File: src/rtl/elevator_ctrl_n_if.sv
// Call-button inputs and status/lamp outputs of the elevator controller core.
// Buttons are plain level/pulse inputs with no valid/ready: a bit high at a clock edge is a request at that edge, and the core never back-pressures.
interface elevator_ctrl_n_if #(
    parameter int N_FLOORS = 5,
    parameter int FLOOR_W  = 3
);
    logic [N_FLOORS-1:0] hall_up_req;
    logic [N_FLOORS-1:0] hall_dn_req;
    logic [N_FLOORS-1:0] car_req;
    logic [FLOOR_W-1:0]  cur_floor;
    logic                moving_up;
    logic                moving_dn;
    logic                door_open;
    logic                busy;
    logic [N_FLOORS-1:0] pend_up;
    logic [N_FLOORS-1:0] pend_dn;
    logic [N_FLOORS-1:0] pend_car;
    logic [1:0]          dbg_state;
    logic                dbg_dir;

    modport master (
        output hall_up_req, hall_dn_req, car_req,
        input  cur_floor, moving_up, moving_dn, door_open, busy,
        input  pend_up, pend_dn, pend_car, dbg_state, dbg_dir
    );

    modport slave (
        input  hall_up_req, hall_dn_req, car_req,
        output cur_floor, moving_up, moving_dn, door_open, busy,
        output pend_up, pend_dn, pend_car, dbg_state, dbg_dir
    );
endinterface

File: src/rtl/elevator_ctrl_n.sv
// Parametrised elevator controller: latches hall/car calls and serves them with
// directional-collective (SCAN) scheduling, a per-floor travel timer and a door timer.
module elevator_ctrl_n #(
    parameter int N_FLOORS      = 5,
    parameter int FLOOR_W       = 3,
    parameter int CNT_W         = 32,
    parameter int TRAVEL_CYCLES = 100000000,
    parameter int DOOR_CYCLES   = 100000000
) (
    input logic              clk,
    input logic              rst,
    elevator_ctrl_n_if.slave bus
);
    localparam logic [1:0] S_IDLE    = 2'd0;
    localparam logic [1:0] S_MOVE_UP = 2'd1;
    localparam logic [1:0] S_MOVE_DN = 2'd2;
    localparam logic [1:0] S_DOOR    = 2'd3;

    localparam logic DIR_UP = 1'b0;
    localparam logic DIR_DN = 1'b1;

    localparam logic [CNT_W-1:0] TRAVEL_LAST = CNT_W'(TRAVEL_CYCLES - 1);
    localparam logic [CNT_W-1:0] DOOR_LAST   = CNT_W'(DOOR_CYCLES - 1);

    // No up call from the top floor, no down call from the bottom floor.
    localparam logic [N_FLOORS-1:0] UP_MASK = {1'b0, {(N_FLOORS-1){1'b1}}};
    localparam logic [N_FLOORS-1:0] DN_MASK = {{(N_FLOORS-1){1'b1}}, 1'b0};

    logic [1:0]          state, state_nx;
    logic                dir, dir_nx;
    logic [FLOOR_W-1:0]  floor_q, floor_nx;
    logic [CNT_W-1:0]    travel_cnt, travel_cnt_nx;
    logic [CNT_W-1:0]    door_cnt, door_cnt_nx;
    logic [N_FLOORS-1:0] pend_up_q, pend_dn_q, pend_car_q;
    logic [N_FLOORS-1:0] clr_up, clr_dn, clr_car;
    logic [N_FLOORS-1:0] req_up, req_dn, pend_any;
    logic [FLOOR_W-1:0]  floor_up, floor_dn, svc_floor;
    logic                here, above, below;
    logic                enter_door, svc_dir, ahead, door_req;

    function automatic logic any_above(input logic [N_FLOORS-1:0] p,
                                       input logic [FLOOR_W-1:0] f);
        any_above = 1'b0;
        for (int i = 0; i < N_FLOORS; i++)
            if (i > int'(f)) any_above = any_above | p[i];
    endfunction

    function automatic logic any_below(input logic [N_FLOORS-1:0] p,
                                       input logic [FLOOR_W-1:0] f);
        any_below = 1'b0;
        for (int i = 0; i < N_FLOORS; i++)
            if (i < int'(f)) any_below = any_below | p[i];
    endfunction

    assign req_up   = bus.hall_up_req & UP_MASK;
    assign req_dn   = bus.hall_dn_req & DN_MASK;
    assign pend_any = pend_up_q | pend_dn_q | pend_car_q;
    assign here     = pend_any[floor_q];
    assign above    = any_above(pend_any, floor_q);
    assign below    = any_below(pend_any, floor_q);
    assign floor_up = floor_q + FLOOR_W'(1);
    assign floor_dn = floor_q - FLOOR_W'(1);
    assign door_req = bus.car_req[floor_q] |
                      ((dir == DIR_UP) ? req_up[floor_q] : req_dn[floor_q]);

    always_comb begin
        state_nx      = state;
        dir_nx        = dir;
        floor_nx      = floor_q;
        travel_cnt_nx = travel_cnt;
        door_cnt_nx   = door_cnt;
        clr_up        = '0;
        clr_dn        = '0;
        clr_car       = '0;
        enter_door    = 1'b0;
        svc_floor     = floor_q;
        svc_dir       = dir;
        ahead         = 1'b0;

        case (state)
            S_IDLE: begin
                if (here) begin
                    enter_door = 1'b1;
                    // Serving only the opposite hall call here means turning round first,
                    // otherwise that call would never clear and the door would recycle.
                    if (!(pend_car_q[floor_q] ||
                          ((dir == DIR_UP) ? pend_up_q[floor_q] : pend_dn_q[floor_q])))
                        svc_dir = ~dir;
                end else if (above && below) begin
                    state_nx = (dir == DIR_UP) ? S_MOVE_UP : S_MOVE_DN;
                end else if (above) begin
                    dir_nx   = DIR_UP;
                    state_nx = S_MOVE_UP;
                end else if (below) begin
                    dir_nx   = DIR_DN;
                    state_nx = S_MOVE_DN;
                end
            end
            S_MOVE_UP: begin
                if (travel_cnt == TRAVEL_LAST) begin
                    travel_cnt_nx = '0;
                    floor_nx      = floor_up;
                    if (pend_car_q[floor_up] || pend_up_q[floor_up] ||
                        (pend_dn_q[floor_up] && !any_above(pend_any, floor_up))) begin
                        enter_door = 1'b1;
                        svc_floor  = floor_up;
                        svc_dir    = DIR_UP;
                    end
                end else begin
                    travel_cnt_nx = travel_cnt + CNT_W'(1);
                end
            end
            S_MOVE_DN: begin
                if (travel_cnt == TRAVEL_LAST) begin
                    travel_cnt_nx = '0;
                    floor_nx      = floor_dn;
                    if (pend_car_q[floor_dn] || pend_dn_q[floor_dn] ||
                        (pend_up_q[floor_dn] && !any_below(pend_any, floor_dn))) begin
                        enter_door = 1'b1;
                        svc_floor  = floor_dn;
                        svc_dir    = DIR_DN;
                    end
                end else begin
                    travel_cnt_nx = travel_cnt + CNT_W'(1);
                end
            end
            default: begin
                if (door_req) begin
                    door_cnt_nx      = '0;
                    clr_car[floor_q] = 1'b1;
                    if (dir == DIR_UP) clr_up[floor_q] = 1'b1;
                    else               clr_dn[floor_q] = 1'b1;
                end else if (door_cnt == DOOR_LAST) begin
                    door_cnt_nx = '0;
                    state_nx    = S_IDLE;
                end else begin
                    door_cnt_nx = door_cnt + CNT_W'(1);
                end
            end
        endcase

        if (enter_door) begin
            state_nx           = S_DOOR;
            door_cnt_nx        = '0;
            dir_nx             = svc_dir;
            clr_car[svc_floor] = 1'b1;
            if (svc_dir == DIR_UP) clr_up[svc_floor] = 1'b1;
            else                   clr_dn[svc_floor] = 1'b1;
            ahead = (svc_dir == DIR_UP) ? any_above(pend_any, svc_floor)
                                        : any_below(pend_any, svc_floor);
            if (!ahead) begin
                dir_nx             = ~svc_dir;
                clr_up[svc_floor]  = 1'b1;
                clr_dn[svc_floor]  = 1'b1;
            end
        end
    end

    always_ff @(posedge clk or negedge rst) begin
        if (!rst) begin
            state      <= S_IDLE;
            dir        <= DIR_UP;
            floor_q    <= '0;
            travel_cnt <= '0;
            door_cnt   <= '0;
            pend_up_q  <= '0;
            pend_dn_q  <= '0;
            pend_car_q <= '0;
        end else begin
            state      <= state_nx;
            dir        <= dir_nx;
            floor_q    <= floor_nx;
            travel_cnt <= travel_cnt_nx;
            door_cnt   <= door_cnt_nx;
            // Clear wins over a same-edge set on the same bit.
            pend_up_q  <= (pend_up_q  | req_up)      & ~clr_up;
            pend_dn_q  <= (pend_dn_q  | req_dn)      & ~clr_dn;
            pend_car_q <= (pend_car_q | bus.car_req) & ~clr_car;
        end
    end

    assign bus.cur_floor = floor_q;
    assign bus.moving_up = (state == S_MOVE_UP);
    assign bus.moving_dn = (state == S_MOVE_DN);
    assign bus.door_open = (state == S_DOOR);
    assign bus.busy      = (state != S_IDLE) || (|pend_any);
    assign bus.pend_up   = pend_up_q;
    assign bus.pend_dn   = pend_dn_q;
    assign bus.pend_car  = pend_car_q;
    assign bus.dbg_state = state;
    assign bus.dbg_dir   = dir;
endmodule

File: src/flat_wrapper.sv
// flat-port wrapper written by rule: the top's interface ports become plain ports
module elevator_ctrl_n_flat 
#(
    parameter int N_FLOORS      = 5,
    parameter int FLOOR_W       = 3,
    parameter int CNT_W         = 32,
    parameter int TRAVEL_CYCLES = 100000000,
    parameter int DOOR_CYCLES   = 100000000
)
  (clk, rst, bus_hall_up_req, bus_hall_dn_req, bus_car_req, bus_cur_floor, bus_moving_up, bus_moving_dn, bus_door_open, bus_busy, bus_pend_up, bus_pend_dn, bus_pend_car, bus_dbg_state, bus_dbg_dir);
  elevator_ctrl_n_if #(.N_FLOORS(N_FLOORS), .FLOOR_W(FLOOR_W)) bus_i ();
  input logic clk;
  input logic rst;
  input wire logic [$bits(bus_i.hall_up_req)-1:0] bus_hall_up_req;
  input wire logic [$bits(bus_i.hall_dn_req)-1:0] bus_hall_dn_req;
  input wire logic [$bits(bus_i.car_req)-1:0] bus_car_req;
  output wire logic [$bits(bus_i.cur_floor)-1:0] bus_cur_floor;
  output wire logic [$bits(bus_i.moving_up)-1:0] bus_moving_up;
  output wire logic [$bits(bus_i.moving_dn)-1:0] bus_moving_dn;
  output wire logic [$bits(bus_i.door_open)-1:0] bus_door_open;
  output wire logic [$bits(bus_i.busy)-1:0] bus_busy;
  output wire logic [$bits(bus_i.pend_up)-1:0] bus_pend_up;
  output wire logic [$bits(bus_i.pend_dn)-1:0] bus_pend_dn;
  output wire logic [$bits(bus_i.pend_car)-1:0] bus_pend_car;
  output wire logic [$bits(bus_i.dbg_state)-1:0] bus_dbg_state;
  output wire logic [$bits(bus_i.dbg_dir)-1:0] bus_dbg_dir;
  assign bus_i.hall_up_req = bus_hall_up_req;
  assign bus_i.hall_dn_req = bus_hall_dn_req;
  assign bus_i.car_req = bus_car_req;
  assign bus_cur_floor = bus_i.cur_floor;
  assign bus_moving_up = bus_i.moving_up;
  assign bus_moving_dn = bus_i.moving_dn;
  assign bus_door_open = bus_i.door_open;
  assign bus_busy = bus_i.busy;
  assign bus_pend_up = bus_i.pend_up;
  assign bus_pend_dn = bus_i.pend_dn;
  assign bus_pend_car = bus_i.pend_car;
  assign bus_dbg_state = bus_i.dbg_state;
  assign bus_dbg_dir = bus_i.dbg_dir;
  elevator_ctrl_n #(.N_FLOORS(N_FLOORS), .FLOOR_W(FLOOR_W), .CNT_W(CNT_W), .TRAVEL_CYCLES(TRAVEL_CYCLES), .DOOR_CYCLES(DOOR_CYCLES)) u_core (.clk(clk), .rst(rst), .bus(bus_i));
endmodule
File: config.mk
export PLATFORM = sky130hd
export DESIGN_NAME = elevator_ctrl_n_flat
export DESIGN_NICKNAME = d
export VERILOG_FILES = /design/src/rtl/elevator_ctrl_n_if.sv /design/src/rtl/elevator_ctrl_n.sv /design/src/flat_wrapper.sv
export SDC_FILE = /design/constraint.sdc
export NUM_CORES = 1
export LEC_CHECK = 0
export BUFFER_PORTS_ARGS = -buffer_cell sky130_fd_sc_hd__buf_2
export CORE_MARGIN = 5
export CORE_UTILIZATION = 50
export DETAILED_ROUTE_END_ITERATION = 10
export GPL_TIMING_DRIVEN = 0
export PLACE_DENSITY_LB_ADDON = 0.08
export SYNTH_ARGS = -nofsm -noshare
export SYNTH_HDL_FRONTEND = slang
export SYNTH_SLANG_ARGS = --single-unit
File: constraint.sdc
create_clock -name clk -period 3.88 [get_ports clk]
set_input_delay 0 -clock clk [delete_from_list [all_inputs] [get_ports clk]]
set_output_delay 0 -clock clk [all_outputs]
set_load 0.02 [all_outputs]
==> metrics, run 1 <==
clock sinks=85; initial core utilization=50.8%; clk_lat worst skew=370 ps; Worst Hold Class=in2async; CTS Buf Count=9; Simple-Gate Fraction of Synth Area=27.2%; first-pass GRT wire length=25.8 mm; Ant. Diodes=0; compound-gate portion of the synthesized area=a little over a fifth; Die ar.=between 10000 and 15000 um^2; Vias=5419; max-cap violations=0; synth warn=0; most frequent cells in the layout=83 x dfrtp_1, 64 x nor2_1, 58 x nand2_1; P_leak=roughly 2.6 nW; area growth from synthesis to layout=16.3%; most common cell after layout, fill and taps aside=dfrtp_1; Mapped Nets=about 670; Power Dens Cells=694 nW/um^2; Routed WL=approximately 16 mm; Final Hold Fails=0; WP data required=between 4000 and 5000 ps; initial antenna violation count=0; Routed wire per std cell=18.3 um; syn avg cell area=8.57 um^2; Setup crit start kind=flop; Pins Over Slew Limit=0; CP Capture Type=flop; Slowest-stage cell, CP=ha_1; family with the most delay on the worst path=compound AO/OA/AOI/OAI gates; Worst-path clk slew=90 ps; crit path buf inv count=1; CP peak stage delay=between 500 and 600 ps; CTS tree=done; status=finished, final reports clean; Routability Congestion=0.880; Nets=roughly 740; Area after DPL=between 5000 and 6000 um^2; residual DRC count=0; I/O pin count=42; H-tree depth=3; Die W=about 110 um; worst path cell trace=inv_1 -> ha_1 -> nor3_1 -> a211o_1 -> a22oi_1 -> a21oi_2 -> or4_4 -> o211ai_2 -> nor4_2 -> o31ai_4 -> nand3b_2 -> a221oi_2; drt via density=around 6.3; gr ovfl total=0; min cycle time layout=approximately 3700 ps; Worst EP arrival=between 3000 and 4000 ps; synthesized area=roughly 5500 um^2; Fmax=~270 MHz; setup ws final=215 ps; final setup fails=0; I/O Buffers=39; Tcrit/Tclk final=a little over nine tenths; Detailed Route Iter0 Violations=544; overall global routing resource usage=24.4%; post-DP HPWL=roughly 11 mm; worst vdd ir=between 0.4 and 0.5 mV; DP Worst Slack=-705 ps; Placeable Area=around 11000 um^2; Layout Skew=~13 ps; clk buf depth=2; Antenna Nets Post-Route=0; dpl cells=823; worst hold margin=between 90 and 100 ps; Final Non-Filler Cells=roughly 860; Synth Area in Adders=under 10%; share of flip-flops with an asynchronous set or reset=between 90% and 100%; vias in the first global route=around 5100; Post-synth EDFFs=0; largest net degree at the start of global routing=59; DR pass1 iterations=5; largest family of logic cells by synthesized area=simple AND/OR/NAND/NOR gates; register bit count reported by yosys=85; xor/xnor share of the synthesized area=4.29%; Slew HR=36.2%; Synth Flop Type=dfrtp_1; Site Rows=38; proportion of synthesized area in mux cells=approximately 3.1%; Worst-Margin Slew=949 ps; Die H=115 um; register area share after synthesis=between 30 and 40%; CTS root buf=clkbuf_8; Crit Path Max Fanout=12; layout cell share with drive strength beyond 1=15.5%; Crit Path Class=reg2reg; setup tns final=0 ps; fin area=around 6400 um^2; Netlist cell types=71; Syn Inst Count=between 600 and 700
[synth_stat cells (8+ instances only)]
library cell	number	area, um^2
a21oi_1	33	165
and3_1	18	113
nand4_1	13	81.3
xor2_1	10	87.6
nand2_1	58	218
xnor2_1	17	149
nor2_1	64	240
o211ai_1	8	60.1
nand3_1	42	210
ha_1	11	138
o21ai_0	57	285
dfrtp_1	85	2130
o31ai_1	18	135
clkbuf_1	24	90.1
nor3_1	20	100
and2_1	10	62.6
inv_1	18	67.6
[through the flow]
step | util [%] | power [mW]
4_1_cts | 58.4 | 4.34
6_report | 59.1 | 4.45
2_1_floorplan | - | 2.83
5_1_grt | 59.1 | 4.76
3_5_place_dp | 54.5 | 3.53
3_3_place_gp | 54.2 | 3.50
[worst paths after layout]
path	start	endpoint	slack [ps]	cells after the start
min in group clk	bus_car_req[0]	u_core.bus.pend_car[0]$_DFF_PN0_	450	4
max in group asynchronous	rst	u_core.door_cnt[25]$_DFFE_PN0P_	3160	3
max	u_core.bus.cur_floor[2]$_DFFE_PN0P_	u_core.bus.pend_up[1]$_DFF_PN0_	220	12
min	rst	u_core.bus.cur_floor[1]$_DFFE_PN0P_	100	2
min reg2reg	u_core.travel_cnt[31]$_DFFE_PN0N_	u_core.travel_cnt[31]$_DFFE_PN0N_	480	1
max reg2reg	u_core.bus.cur_floor[2]$_DFFE_PN0P_	u_core.bus.pend_up[1]$_DFF_PN0_	220	12
[layout make-up]
cell class	instances	area, um^2
Clock inverter	4	55.1
Buffer	26	111
Timing Repair Buffer	62	425
Fill cell	967	4430
Inverter	19	78.8
Tap cell	140	175
Multi-Input combinational cell	510	3280
Clock buffer	12	155
Sequential cell	85	2130
[metal layers]
metal | part of all wire [%] | global-route usage [%] | up-vias
li1 | - | - | 2535
met1 | 46 | 34.4 | 2660
met2 | 46 | 37.6 | 193
met3 | 6.2 | 4.32 | 31
met4 | 1.8 | 9.23 | 0
met5 | 0 | 0 | -
[sequential cells by signal (all words and copies together) (netlist names)]
register / flops
u_core.door_cnt: 32
u_core.travel_cnt: 32
u_core.bus.pend_car: 5
u_core.bus.pend_dn: 5
u_core.bus.pend_up: 5
u_core.bus.cur_floor: 3
u_core.bus.dbg_state: 2
u_core.bus.dbg_dir: 1
[what timing repair did]
item / CTS / global route
hold endpoints to repair: 98 / 0
setup buffers: 1 / 7
gates resized for setup: 14 / 12
pin swaps: 1 / 1
setup endpoints to repair: 48 / 46
hold buffers: 14 / 0
[report_power, final]
| group | switching, mW | internal [mW] | total [mW] |
|---|---|---|---|
| Sequential | 0.214 | 1.01 | 1.23 |
| Clock | 0.339 | 0.337 | 0.676 |
| Combinational | 1.67 | 0.873 | 2.54 |
[kinds of logic after synthesis]
kind of cell    Yosys count
simple gates            282
compound gates          177
flops                    85
buf+inv                  48
xor+xnor                 27
mux                      13
fa+ha+maj                11
Note: power is estimated with default switching activity, not from simulation.
==> run 2: changes to the inputs <==
--- a/config.mk
+++ b/config.mk
@@ -7,4 +7,5 @@
 export LEC_CHECK = 0
 export BUFFER_PORTS_ARGS = -buffer_cell sky130_fd_sc_hd__buf_2
+export CORE_ASPECT_RATIO = 1.4
 export CORE_MARGIN = 5
 export CORE_UTILIZATION = 50
==> constraint.sdc (replaced) <==
create_clock -name clk -period 3.88 [get_ports clk]
set_input_delay 0 -clock clk [delete_from_list [all_inputs] [get_ports clk]]
set_output_delay 0 -clock clk [all_outputs]
set_load 0.05 [all_outputs]
==> run 2 against run 1 <==
Critical path depth grew 2. Sequential power is essentially flat. Fmax is 2.8% lower. Combinational power rose by 10%. Cell count grew 0.23%. Largest cell class unchanged. Largest power group unchanged.
==> metrics, run 2 (synthesis gave the netlist of run 1 again) <==
Clk pwr share=roughly 17%; WP data required=about 4100 ps; Power Dens Cells=750 nW/um^2; most frequent cells in the layout=83 x dfrtp_1, 64 x nor2_1, 58 x nand2_1; Slew HR=between 30 and 40%; Tcrit/Tclk final=97.1%; clock sinks=85; Nets=around 740; Crit Path Max Fanout=11; Ant. Diodes=0; status=finished, final reports clean; Worst-Margin Slew=approximately 1000 ps; Worst EP arrival=4020 ps; CTS Buf Count=9; Final Total Pwr=~4.9 mW; overall global routing resource usage=25.1%; fillers=992; part of the power in combinational logic=57.5%; Routability Congestion=0.993; I/O Buffers=39; I/O pin count=between 40 and 50; CTS tree=done; Vias=approximately 5500; first-pass GRT wire length=roughly 27 mm; DR pass1 iterations=5; drt via density=roughly 6.4; CTS root buf=clkbuf_16; Layout Skew=about 5.2 ps; Placeable Area=10800 um^2; Detailed Route Iter0 Violations=approximately 400; Routed WL=about 17 mm; Seq pwr share=between 20% and 30%; Final Hold Fails=0; fin util=between 50% and 60%; largest net degree at the start of global routing=65; Die W=between 90 and 100 um; Die H=134 um; fin area=between 6000 and 7000 um^2; Final Non-Filler Cells=860; clk buf depth=2; clk_lat worst skew=between 300 and 400 ps; initial core utilization=roughly half; CP Capture Type=flop; worst vdd ir=just over 0.3 mV; P_sw=~2.5 mW; Fmax=roughly 270 MHz; initial antenna violation count=0; P_leak=around 2.6 nW; residual DRC count=0; internal power=2.32 mW; min cycle time layout=3770 ps; Worst Hold Class=in2async; layout cell share with drive strength beyond 1=between 10% and 20%; Crit Path Class=reg2reg; final setup fails=0; vias in the first global route=~5500; Area after DPL=roughly 6000 um^2; worst path cell trace=clkinvlp_4 -> buf_4 -> ha_1 -> clkbuf_2 -> o41ai_4 -> o221ai_1 -> o211ai_1 -> buf_4 -> mux2_2 -> nand2_1 -> a21oi_2 -> o211ai_1 -> nand3b_2 -> a221oi_2; Antenna Nets Post-Route=0; Die ar.=13200 um^2; area growth from synthesis to layout=17.5%; Routed wire per std cell=19.3 um; Pins Over Slew Limit=0; Setup crit start kind=flop; most common cell after layout, fill and taps aside=dfrtp_1; Slowest-stage cell, CP=dfrtp_2; Net Sw Frac=between 50 and 60%; CP peak stage delay=420 ps; post-DP HPWL=approximately 12 mm; setup ws final=111 ps; dpl cells=around 820; Site Rows=45; H-tree depth=3; DP Worst Slack=-673 ps; gr ovfl total=0; biggest regs=u_core.door_cnt x32, u_core.travel_cnt x32; Worst-path clk slew=approximately 60 ps; max-cap violations=0
[run 2: cell types whose count changed in the layout (fill, tap and decap cells not counted), sizes merged]
cell	delta
inv	+1
clkbuf	-1
buf	-1
bufinv	-1
clkinv	+3
[run 2: path summary, 6_finish.rpt]
| path | cells after the start | from | to | slack (ps) |
|---|---|---|---|---|
| max | 14 | u_core.bus.cur_floor[0]$_DFFE_PN0P_ | u_core.bus.pend_up[1]$_DFF_PN0_ | 110 |
| min | 2 | rst | u_core.bus.cur_floor[1]$_DFFE_PN0P_ | 100 |
| max reg2reg | 14 | u_core.bus.cur_floor[0]$_DFFE_PN0P_ | u_core.bus.pend_up[1]$_DFF_PN0_ | 110 |
| min reg2reg | 1 | u_core.travel_cnt[31]$_DFFE_PN0N_ | u_core.travel_cnt[31]$_DFFE_PN0N_ | 480 |
| max in group asynchronous | 3 | rst | u_core.door_cnt[28]$_DFFE_PN0P_ | 3160 |
| min in group clk | 1 | u_core.travel_cnt[31]$_DFFE_PN0N_ | u_core.travel_cnt[31]$_DFFE_PN0N_ | 480 |
[run 2: worst max-delay path, delay by kind of cell (launching register included)]
kind | cells | cell delay, ps
AOI/OAI and AO/OA | 6 | 1450
and+or+nand+nor | 2 | 290
muxes | 1 | 360
adders and majority gates | 1 | 380
buffers and inverters | 4 | 760
DFF | 1 | 420
[run 2: metal layers]
layer	track usage, %	wire length [um]
met4	14.7	849
met1	29.7	6460
met5	0	0
met2	43.0	8340
met3	3.75	989
[run 2: what timing repair did]
| action | in CTS | in global routing |
|---|---|---|
| hold buffers | 14 | 0 |
| resized for setup | 11 | 19 |
| pin swaps | 1 | 3 |
| setup buffers | 0 | 8 |
| hold endpoints to repair | 98 | 0 |
| setup endpoints to repair | 48 | 47 |
[run 2: power by group through the flow]
stage	registers, mW	clock network [mW]	logic [mW]
5_1_grt	1.27	0.863	3.01
3_5_place_dp	1.23	0	2.59
2_1_floorplan	1.45	0	1.62
3_3_place_gp	1.22	0	2.54
4_1_cts	1.24	0.828	2.63
6_report	1.26	0.807	2.80
[run 2: area by class of cell]
class / instances / area, um^2 / share of cell area, %
multi-input cells: 510 / 3270 / 50.5
well taps: 141 / 176 / 2.72
clock inverters: 7 / 48.8 / 0.754
clock buffers: 9 / 225 / 3.48
inverters: 19 / 81.3 / 1.26
flip-flops and latches: 85 / 2130 / 32.9
repair buffers: 62 / 425 / 6.57
plain buffers: 27 / 116 / 1.80
[run 2: per-stage QoR]
| step | setup TNS [ps] | hold WS [ps] |
|---|---|---|
| after floorplan | 0 | -296 |
| after global placement | -14300 | 284 |
| after detailed placement | -16820 | -84.7 |
| after CTS | 0 | 95.9 |
| after global routing | -37.5 | 142 |
| final | 0 | 103 |
==> run 3: changes to the inputs <==
Settings changed: CORE_UTILIZATION 50 to 61.
==> run 3 against run 2 <==
Clock-buffer cell count up 4. Combinational power about the same. Via count down 0.53%. First-iteration DRC count down 12%. Critical endpoint is now u_core.bus.pend_up[3]$_DFF_PN0_. Largest power group unchanged.
==> metrics, run 3 (synthesis gave the netlist of run 1 again) <==
most common cell after layout, fill and taps aside=dfrtp_1; Area after DPL=approximately 5900 um^2; Placeable Area=8930 um^2; most used cell, CP=nor3_1; Worst-path clk slew=70 ps; final setup fails=0; crit path buf inv count=1; DR pass1 iterations=8; most frequent cells in the layout=83 x dfrtp_1, 64 x nor2_1, 58 x nand2_1; Crit Path Max Fanout=11; Net Sw Frac=between 50 and 60%; overall global routing resource usage=between 20% and 30%; Setup crit start kind=flop; clk_lat worst skew=about 340 ps; I/O Buffers=39; Worst-Margin Slew=just under 1000 ps; fin area=6410 um^2; Fmax=~270 MHz; register area=2130 um^2; I/O pin count=42; largest net degree at the start of global routing=62; family with the most delay on the worst path=compound AO/OA/AOI/OAI gates; Seq pwr share=about 26%; WP data required=between 4000 and 5000 ps; gr ovfl total=0; Slew HR=about a third; P_leak=between 2 and 3 nW; Final Hold Fails=0; Layout Skew=between 10 and 15 ps; Worst Hold Class=in2reg; CTS tree=done; Crit Path Class=reg2reg; CP peak stage delay=550 ps; Worst EP arrival=between 3000 and 4000 ps; Antenna Nets Post-Route=0; CTS root buf=clkbuf_16; Tcrit/Tclk final=a little over nine tenths; CP Capture Type=flop; area growth from synthesis to layout=16.4%; P_sw=roughly 2.5 mW; Clk pwr share=around 17%; setup tns final=0 ps; Slowest-stage cell, CP=dfrtp_2; multi-input logic area=3280 um^2; Routed WL=16.0 mm; Routed wire per std cell=roughly 19 um; layout cell share with drive strength beyond 1=between 10% and 20%; max-cap violations=0; Routability Congestion=0.995; status=finished, final reports clean; Die H=approximately 120 um; initial core utilization=between 60% and 70%; Detailed Route Iter0 Violations=around 360; part of the power in combinational logic=57.7%; Power Dens Cells=about 750 nW/um^2; min cycle time layout=between 3000 and 4000 ps; first-pass GRT wire length=~26 mm; post-DP HPWL=roughly 11 mm; Vias=about 5400; Nets=739; residual DRC count=0; Pins Over Slew Limit=0; vias in the first global route=roughly 5200; drt via density=6.60; internal power=2.33 mW; Die ar.=11100 um^2; worst vdd ir=a little under 0.7 mV; Site Rows=41; clk buf depth=2; fillers=roughly 700; Ant. Diodes=0; clock sinks=85; worst path cell trace=clkinvlp_4 -> ha_2 -> nor3_1 -> a211o_1 -> a22oi_1 -> a21oi_2 -> o21ai_0 -> nand2_1 -> a21oi_4 -> nand2_2 -> nor3_1 -> a21oi_1; initial antenna violation count=0; Die W=~90 um; biggest regs=u_core.door_cnt x32, u_core.travel_cnt x32; CTS Buf Count=9; H-tree depth=3
==> run 3: final timing paths <==
kind / endpoint / depth (start not counted) / startpoint / slack, ps
worst max-delay path: u_core.bus.pend_up[3]$_DFF_PN0_ / 12 / u_core.bus.cur_floor[2]$_DFFE_PN0P_ / 110
worst min-delay path: u_core.bus.pend_up[1]$_DFF_PN0_ / 3 / bus_hall_up_req[1] / 40
worst max register to register: u_core.bus.pend_up[3]$_DFF_PN0_ / 12 / u_core.bus.cur_floor[2]$_DFFE_PN0P_ / 110
worst min register to register: u_core.travel_cnt[31]$_DFFE_PN0N_ / 1 / u_core.travel_cnt[31]$_DFFE_PN0N_ / 480
max in group asynchronous: u_core.door_cnt[19]$_DFFE_PN0P_ / 3 / rst / 3160
min in group asynchronous: u_core.bus.cur_floor[1]$_DFFE_PN0P_ / 2 / rst / 110
==> run 3: power groups by stage <==
| stage | clock (mW) | sequential (mW) | combinational [mW] |
|---|---|---|---|
| 2_1_floorplan | 0 | 1.45 | 1.62 |
| 4_1_cts | 0.803 | 1.23 | 2.62 |
| 6_report | 0.796 | 1.25 | 2.78 |
| 5_1_grt | 0.848 | 1.26 | 2.97 |
| 3_5_place_dp | 0 | 1.23 | 2.56 |
| 3_3_place_gp | 0 | 1.22 | 2.53 |
==> run 3: layer usage <==
metal	global-route usage (%)	up-vias	wire, um
li1	-	2524	-
met1	34.1	2597	6130
met2	51.3	243	8260
met3	4.41	69	866
met4	14.6	0	731
met5	0	-	0
==> run 3: metrics by stage <==
| step | total power [mW] | util, % | setup slack, ps | hold slack (ps) | std cells |
|---|---|---|---|---|---|
| floorplan | 3.06 | - | 56.1 | -296 | 643 |
| global placement | 3.74 | 65.4 | -503 | 291 | 789 |
| detailed placement | 3.79 | 65.7 | -546 | -69.7 | 790 |
| CTS | 4.65 | 70.8 | 0.904 | 40.1 | 817 |
| global route | 5.08 | 71.8 | -0.650 | 70.9 | 823 |
| finish | 4.82 | 71.8 | 107 | 40.2 | 823 |
==> run 3: cell type report <==
type | count | share of cell area, %
multi-input cells | 510 | 51.1
flip-flops and latches | 85 | 33.2
repair buffers | 60 | 6.36
clock buffers | 13 | 3.90
well taps | 107 | 2.09
plain buffers | 26 | 1.72
inverters | 19 | 1.25
clock inverters | 3 | 0.332
==> run 3: worst reg2reg max path: stages, from the launching register on <==
cell and delay [ps]:
dfrtp_2 550, clkinvlp_4 290, ha_2 520, nor3_1 70
a211o_1 270, a22oi_1 320, a21oi_2 120, o21ai_0 280
nand2_1 190, a21oi_4 330, nand2_2 160, nor3_1 410
a21oi_1 120
==> run 3: timing repair <==
action	4_1_cts	5_1_grt
endpoints found under the hold margin	97	0
gates resized for setup	14	14
hold buffers	13	0
buffers inserted	1	6
endpoints found under the setup margin	48	48
pin swaps	2	2
